<file path="src/rtl/npem_control_status_handler.sv">
// NPEM Control/Status owner: masks config writes, forwards commands to the enclosure, tracks completion.
// Command valid one cycle after an accepted write; holds under !encl_cmd_ready; writes while busy collapse into one pending slot.
module npem_control_status_handler #(
    parameter int REGISTER_WIDTH = 32,
    parameter int TIMEOUT_CYCLES = 1_000_000
) (
    input  logic                      clk,
    input  logic                      rst_n,
    input  logic [REGISTER_WIDTH-1:0] capabilities,
    input  logic                      ctrl_wr_en,
    input  logic [REGISTER_WIDTH-1:0] ctrl_wr_data,
    output logic [REGISTER_WIDTH-1:0] ctrl_rd_data,
    input  logic                      sts_wr_en,
    input  logic [REGISTER_WIDTH-1:0] sts_wr_data,
    output logic [REGISTER_WIDTH-1:0] sts_rd_data,
    output logic                      encl_cmd_valid,
    output logic [REGISTER_WIDTH-1:0] encl_cmd_data,
    input  logic                      encl_cmd_ready,
    input  logic                      encl_done,
    input  logic [7:0]                encl_status,
    output logic                      busy,
    output logic                      cmd_completed_irq,
    output logic                      cmd_timeout
);
    localparam int CNT_W = $clog2(TIMEOUT_CYCLES + 1);
    localparam logic [CNT_W-1:0] TMO_LAST = CNT_W'(TIMEOUT_CYCLES - 1);
    localparam logic [REGISTER_WIDTH-1:0] CTRL_MASK = REGISTER_WIDTH'(32'hFF00_0FFF);
    localparam logic [REGISTER_WIDTH-1:0] INIT_RESET_BIT = REGISTER_WIDTH'(32'h0000_0002);

    localparam logic [1:0] IDLE      = 2'd0;
    localparam logic [1:0] ISSUE     = 2'd1;
    localparam logic [1:0] WAIT_DONE = 2'd2;
    localparam logic [1:0] COMPLETE  = 2'd3;

    logic [1:0]                state;
    logic [1:0]                state_nxt;
    logic [REGISTER_WIDTH-1:0] ctrl_q;
    logic [REGISTER_WIDTH-1:0] pend_q;
    logic                      pend_vld;
    logic [REGISTER_WIDTH-1:0] cmd_q;
    logic [CNT_W-1:0]          tmo_cnt;
    logic                      sts_cc;
    logic [7:0]                encl_sts_q;
    logic                      wr_acc;
    logic [REGISTER_WIDTH-1:0] wr_masked;
    logic                      tmo_hit;
    logic                      unused_sts_bits;

    assign wr_acc    = ctrl_wr_en & capabilities[0];
    assign wr_masked = ctrl_wr_data & capabilities & CTRL_MASK;
    // encl_done in the same cycle as the deadline is a real completion, not a timeout
    assign tmo_hit   = (state == WAIT_DONE) && !encl_done && (tmo_cnt == TMO_LAST);
    assign unused_sts_bits = ^sts_wr_data[REGISTER_WIDTH-1:1];

    always_comb begin
        state_nxt = state;
        case (state)
            IDLE:      if (wr_acc) state_nxt = ISSUE;
            ISSUE:     if (encl_cmd_ready) state_nxt = WAIT_DONE;
            WAIT_DONE: if (encl_done || tmo_hit) state_nxt = COMPLETE;
            COMPLETE:  state_nxt = (wr_acc || pend_vld) ? ISSUE : IDLE;
            default:   state_nxt = IDLE;
        endcase
    end

    always_ff @(posedge clk or negedge rst_n) begin
        if (!rst_n) begin
            state             <= IDLE;
            ctrl_q            <= '0;
            pend_q            <= '0;
            pend_vld          <= 1'b0;
            cmd_q             <= '0;
            tmo_cnt           <= '0;
            sts_cc            <= 1'b0;
            encl_sts_q        <= '0;
            cmd_completed_irq <= 1'b0;
            cmd_timeout       <= 1'b0;
        end else begin
            state      <= state_nxt;
            encl_sts_q <= encl_status;

            if (wr_acc) ctrl_q <= wr_masked;

            // A write landing in COMPLETE is newer than anything pending, so it issues directly
            if (state == IDLE && wr_acc) begin
                cmd_q <= wr_masked;
            end else if (state == COMPLETE) begin
                if (wr_acc)        cmd_q <= wr_masked;
                else if (pend_vld) cmd_q <= pend_q;
            end

            if (state == COMPLETE) begin
                pend_vld <= 1'b0;
            end else if (wr_acc && state != IDLE) begin
                pend_vld <= 1'b1;
                pend_q   <= wr_masked;
            end

            if (state_nxt == ISSUE && state != ISSUE) begin
                tmo_cnt <= '0;
            end else if ((state == ISSUE || state == WAIT_DONE) && tmo_cnt != '1) begin
                tmo_cnt <= tmo_cnt + CNT_W'(1);
            end

            if (tmo_hit) cmd_timeout <= 1'b1;

            cmd_completed_irq <= (state == COMPLETE) && ctrl_q[0];

            if (state == COMPLETE)                 sts_cc <= 1'b1;
            else if (sts_wr_en && sts_wr_data[0])  sts_cc <= 1'b0;
        end
    end

    assign ctrl_rd_data   = ctrl_q & ~INIT_RESET_BIT;
    assign sts_rd_data    = {encl_sts_q, {(REGISTER_WIDTH-9){1'b0}}, sts_cc};
    assign encl_cmd_valid = (state == ISSUE);
    assign encl_cmd_data  = cmd_q;
    assign busy           = (state != IDLE);

endmodule

</file>
<file path="config.mk">
export PLATFORM = sky130hd
export DESIGN_NAME = npem_control_status_handler
export DESIGN_NICKNAME = d
export VERILOG_FILES = /design/src/rtl/npem_control_status_handler.sv
export SDC_FILE = /design/constraint.sdc
export NUM_CORES = 1
export LEC_CHECK = 0
export ABC_AREA = 1
export CORE_UTILIZATION = 42
export CTS_BUF_LIST = sky130_fd_sc_hd__clkbuf_2
export CTS_CLUSTER_SIZE = 24
export DETAILED_ROUTE_END_ITERATION = 6
export PLACE_DENSITY_LB_ADDON = 0.2
export SKIP_CTS_REPAIR_TIMING = 1
export SLEW_MARGIN = 20
export SYNTH_ARGS = -nofsm -noshare
export SYNTH_HDL_FRONTEND = slang
export SYNTH_SLANG_ARGS = --single-unit
</file>
<file path="constraint.sdc">
create_clock -name clk -period 2.2 [get_ports clk]
set_input_delay 0.22 -clock clk [delete_from_list [all_inputs] [get_ports clk]]
set_output_delay 0.22 -clock clk [all_outputs]
set_load 0.005 [all_outputs]
</file>
==> metrics.txt <==
# TYPE chip_impl_metric gauge
chip_impl_metric{name="die_y",unit="um"} 104.8
chip_impl_info{name="synth.top_cells.by_area",value="sky130_fd_sc_hd__dfrtp_1 (52%), sky130_fd_sc_hd__nand2_1 (13%), sky130_fd_sc_hd__buf_4 (8.3%), sky130_fd_sc_hd__nand3_1 (4.9%), sky130_fd_sc_hd__nor2_1 (4.8%)"} 1
chip_impl_metric{name="ys_seq_elements",unit=""} 93
chip_impl_metric{name="num-nets-final",unit=""} 748
chip_impl_info{name="cts_tree",value="built"} 1
chip_impl_metric{name="worst_slew_margin_rel",unit=""} 0.5716
chip_impl_metric{name="via_count_of_the_first_global_routing_pass",unit=""} 3452
chip_impl_metric{name="grt_pass1_wl",unit="um"} 16350
chip_impl_metric{name="clkTransAtPathRegs",unit="ns"} 0.26
chip_impl_metric{name="antenna-diode-count",unit=""} 0
chip_impl_metric{name="netlist.area_leader.share",unit=""} 0.5247
chip_impl_metric{name="cp.arrival",unit="ns"} 1.83
chip_impl_metric{name="pin_count_of_the_biggest_net_entering_global_routing",unit=""} 50
chip_impl_metric{name="hold_slack",unit="ns"} 0.07816
chip_impl_metric{name="effective_utilization_at_floorplan",unit=""} 0.4316
chip_impl_metric{name="report.final.slew_viol_count",unit=""} 0
chip_impl_metric{name="syn_to_final_growth",unit="%"} 29.34
chip_impl_info{name="grt_setup_unrepaired",value="no"} 1
chip_impl_metric{name="num-fill-cells",unit=""} 978
chip_impl_metric{name="ant_nets",unit=""} 0
chip_impl_metric{name="drc",unit=""} 0
chip_impl_metric{name="htree_num_levels",unit=""} 3
chip_impl_metric{name="max_slew.worst_pin.slew",unit="ns"} 0.6425
chip_impl_metric{name="maxCapViolations",unit=""} 0
chip_impl_metric{name="synthesis.area_per_instance",unit="um2"} 8.646
chip_impl_metric{name="drtIter0Drc",unit=""} 149
chip_impl_metric{name="critPathMaxStageDelay",unit="ns"} 0.51
chip_impl_info{name="critical_path_class",value="reg2out"} 1
chip_impl_metric{name="clock_skew",unit="ns"} 0.03428
chip_impl_metric{name="multi_input_gate_area",unit="um2"} 1789
chip_impl_metric{name="numCtsBuffers",unit=""} 9
chip_impl_metric{name="buffer_ports.inserted",unit=""} 106
chip_impl_info{name="final_common_cell",value="sky130_fd_sc_hd__nand2_1"} 1
chip_impl_metric{name="powerDensity",unit="nW/um2"} 964.4
chip_impl_metric{name="cts_sinks",unit=""} 93
chip_impl_metric{name="layout.cells.non_filler",unit=""} 773
chip_impl_metric{name="static-leakage-power",unit="nW"} 2.746
chip_impl_metric{name="period_minus_slack",unit="ns"} 2.054
chip_impl_metric{name="fraction_of_registers_with_async_set_or_reset_after_synthesis",unit=""} 1.000
chip_impl_metric{name="chipWidth",unit="um"} 104.8
chip_impl_metric{name="synth_seq_area_share",unit=""} 0.5247
chip_impl_metric{name="ys_types",unit=""} 30
chip_impl_metric{name="setup_viol",unit=""} 0
chip_impl_metric{name="globalplace.congestion",unit=""} 0.8343
chip_impl_metric{name="required",unit="ns"} 1.98
chip_impl_metric{name="viasPerCell",unit=""} 4.646
chip_impl_metric{name="synth-warning-count",unit=""} 0
chip_impl_metric{name="detailroute.via_count",unit=""} 3591
chip_impl_metric{name="dp_slack",unit="ns"} 0.2804
chip_impl_info{name="path_cells",value="inv_1 -> ha_4 -> clkdlybuf4s50_1"} 1
chip_impl_info{name="crit_path_end_kind",value="output port"} 1
chip_impl_info{name="worstReg2RegStart",value="state[0]$_DFF_PN0_"} 1
chip_impl_metric{name="clock_insertion_delay_at_the_later_pin_of_the_skew_report",unit="ns"} 0.57
chip_impl_info{name="timing.hold.worst.class",value="in2reg"} 1
chip_impl_metric{name="drive_gt1_frac",unit=""} 0.09419
chip_impl_metric{name="design.die.area",unit="um2"} 10980
chip_impl_metric{name="worstPathMaxFanout",unit=""} 4
chip_impl_info{name="hold_path_startpoint",value="encl_status[6]"} 1
chip_impl_metric{name="netlist_instances",unit=""} 513
chip_impl_metric{name="floorplan.core_area",unit="um2"} 10280
chip_impl_metric{name="floorplan.rows",unit=""} 37
chip_impl_metric{name="synth_edf_count",unit=""} 0
chip_impl_info{name="worstSetupStartpointType",value="flop"} 1
chip_impl_metric{name="vdd.ir_drop.worst",unit="V"} 0.0005164
chip_impl_metric{name="total_power",unit="mW"} 5.533
chip_impl_metric{name="maximum_clock_path_buffer_count",unit=""} 2
chip_impl_metric{name="global_route_total_overflow",unit=""} 0
chip_impl_metric{name="drt-pass1-iter-count",unit=""} 5
chip_impl_metric{name="grtUsageTotal",unit=""} 0.1882
chip_impl_metric{name="placed_cells_incl_taps",unit=""} 748
chip_impl_metric{name="fin_crit_sh",unit=""} 0.9337
chip_impl_info{name="mostFrequentLayoutCells",value="sky130_fd_sc_hd__nand2_1 (151), sky130_fd_sc_hd__clkdlybuf4s50_1 (104), sky130_fd_sc_hd__dfrtp_1 (91)"} 1
chip_impl_info{name="post-synth-top-area-cell",value="sky130_fd_sc_hd__dfrtp_1"} 1
chip_impl_metric{name="finalSetupTns",unit="ns"} 0
chip_impl_metric{name="place_hpwl",unit="um"} 6899
chip_impl_metric{name="antenna_found_initial",unit=""} 0
chip_impl_metric{name="finalWirelength",unit="um"} 9775
chip_impl_info{name="critical_path.slowest_cell",value="sky130_fd_sc_hd__clkdlybuf4s50_1"} 1
chip_impl_metric{name="drt-wirelength-per-cell",unit="um"} 12.65
chip_impl_metric{name="fmax",unit="GHz"} 0.4868
chip_impl_info{name="status",value="complete, no violations"} 1
chip_impl_info{name="clock_tree.root_cell",value="sky130_fd_sc_hd__clkbuf_2"} 1
chip_impl_info{name="synth-main-ff-cell",value="sky130_fd_sc_hd__dfrtp_1"} 1
chip_impl_metric{name="synth_area",unit="um2"} 4436
chip_impl_metric{name="final.setup.worst_slack",unit="ns"} 0.1459
chip_impl_metric{name="finalHoldViolations",unit=""} 0
chip_impl_metric{name="num_io_pins",unit=""} 210
chip_impl_metric{name="ff_latch_area",unit="um2"} 2330
chip_impl_info{name="start_point_of_the_critical_path",value="state[1]$_DFF_PN0_"} 1
-- worst max-delay path, delay by kind of cell (launching register included) --
kind | cells | cell delay (ns)
buffers and inverters | 2 | 0.65
DFF | 1 | 0.48
adders and majority gates | 1 | 0.17
-- metrics by stage --
stage	util	area (um2)
2_1_floorplan	-	4612
3_3_place_gp	0.5368	5517
3_5_place_dp	0.5368	5517
4_1_cts	0.5472	5624
5_1_grt	0.5582	5737
6_report	0.5582	5737
-- flip-flops by register name, indices dropped and copies added (netlist names) --
register / count
encl_sts_q: 8
sts_cc: 1
state: 2
pend_vld: 1
cmd_completed_irq: 1
cmd_timeout: 1
ctrl_q: 19
encl_cmd_data: 20
pend_q: 20
tmo_cnt: 20
-- per-layer routing --
layer  vias to the layer above  global-route usage  wire length, um
met1                      1687              0.2272             4085
met3                        13             0.06675              828
li1                       1777                   -                -
met5                         -                   0                0
met2                       114              0.3108             4697
met4                         0             0.06640              164
-- synth_stat cells, types with 2 or more instances --
cell type and count:
sky130_fd_sc_hd__nand3_1 43, sky130_fd_sc_hd__xnor2_1 3, sky130_fd_sc_hd__ha_1 6, sky130_fd_sc_hd__a21oi_1 4, sky130_fd_sc_hd__o21ai_0 3, sky130_fd_sc_hd__nor2_2 10, sky130_fd_sc_hd__nor2_1 57, sky130_fd_sc_hd__nand2_1 151
sky130_fd_sc_hd__buf_4 49, sky130_fd_sc_hd__o21bai_1 2, sky130_fd_sc_hd__dfrtp_1 93, sky130_fd_sc_hd__inv_1 21, sky130_fd_sc_hd__a31oi_1 20, sky130_fd_sc_hd__inv_2 2, sky130_fd_sc_hd__nand2_2 4, sky130_fd_sc_hd__nor3_2 2
sky130_fd_sc_hd__clkbuf_1 13, sky130_fd_sc_hd__xor2_1 8, sky130_fd_sc_hd__o21ai_1 2, sky130_fd_sc_hd__nand2_4 2, sky130_fd_sc_hd__nand3b_1 2, sky130_fd_sc_hd__nor3_1 3, sky130_fd_sc_hd__nand4_1 6
-- power breakdown --
group	switching, mW	leakage (nW)	internal, mW	total [mW]
Clock	0.641	0.0711	0.181	0.822
Combinational	1.17	1.50	1.12	2.30
Sequential	0.258	1.18	2.16	2.42
Total	2.07	2.75	3.46	5.53
-- cell families after synthesis --
| logic type | after synthesis | share of synthesized area |
|---|---|---|
| compound gates | 32 | 0.04344 |
| xor+xnor | 11 | 0.02172 |
| fa+ha+maj | 6 | 0.01692 |
| buf+inv | 89 | 0.1210 |
| flops | 93 | 0.5247 |
| other cells | 1 | 0.0008455 |
| simple gates | 281 | 0.2714 |
-- cell type report --
cell class | instances | area share
clock buffers | 9 | 0.007852
well taps | 136 | 0.02966
repair buffers | 125 | 0.2168
flip-flops and latches | 93 | 0.4061
inverters | 25 | 0.01679
clock inverters | 7 | 0.01091
multi-input cells | 378 | 0.3119
-- worst paths after layout --
path                                           end  slack (ns)  cells past startpoint
min                        encl_sts_q[6]$_DFF_PN0_        0.08                      1
min reg2reg                cmd_timeout$_DFFE_PN0P_        0.50                      2
max in group asynchronous    ctrl_q[2]$_DFFE_PN0P_        1.27                      3
max reg2reg                 tmo_cnt[5]$_DFFE_PN0P_        0.30                     15
min in group asynchronous   ctrl_q[30]$_DFFE_PN0P_        0.18                      2
max                                 encl_cmd_valid        0.15                      3
Note: power is estimated with default switching activity, not from simulation.
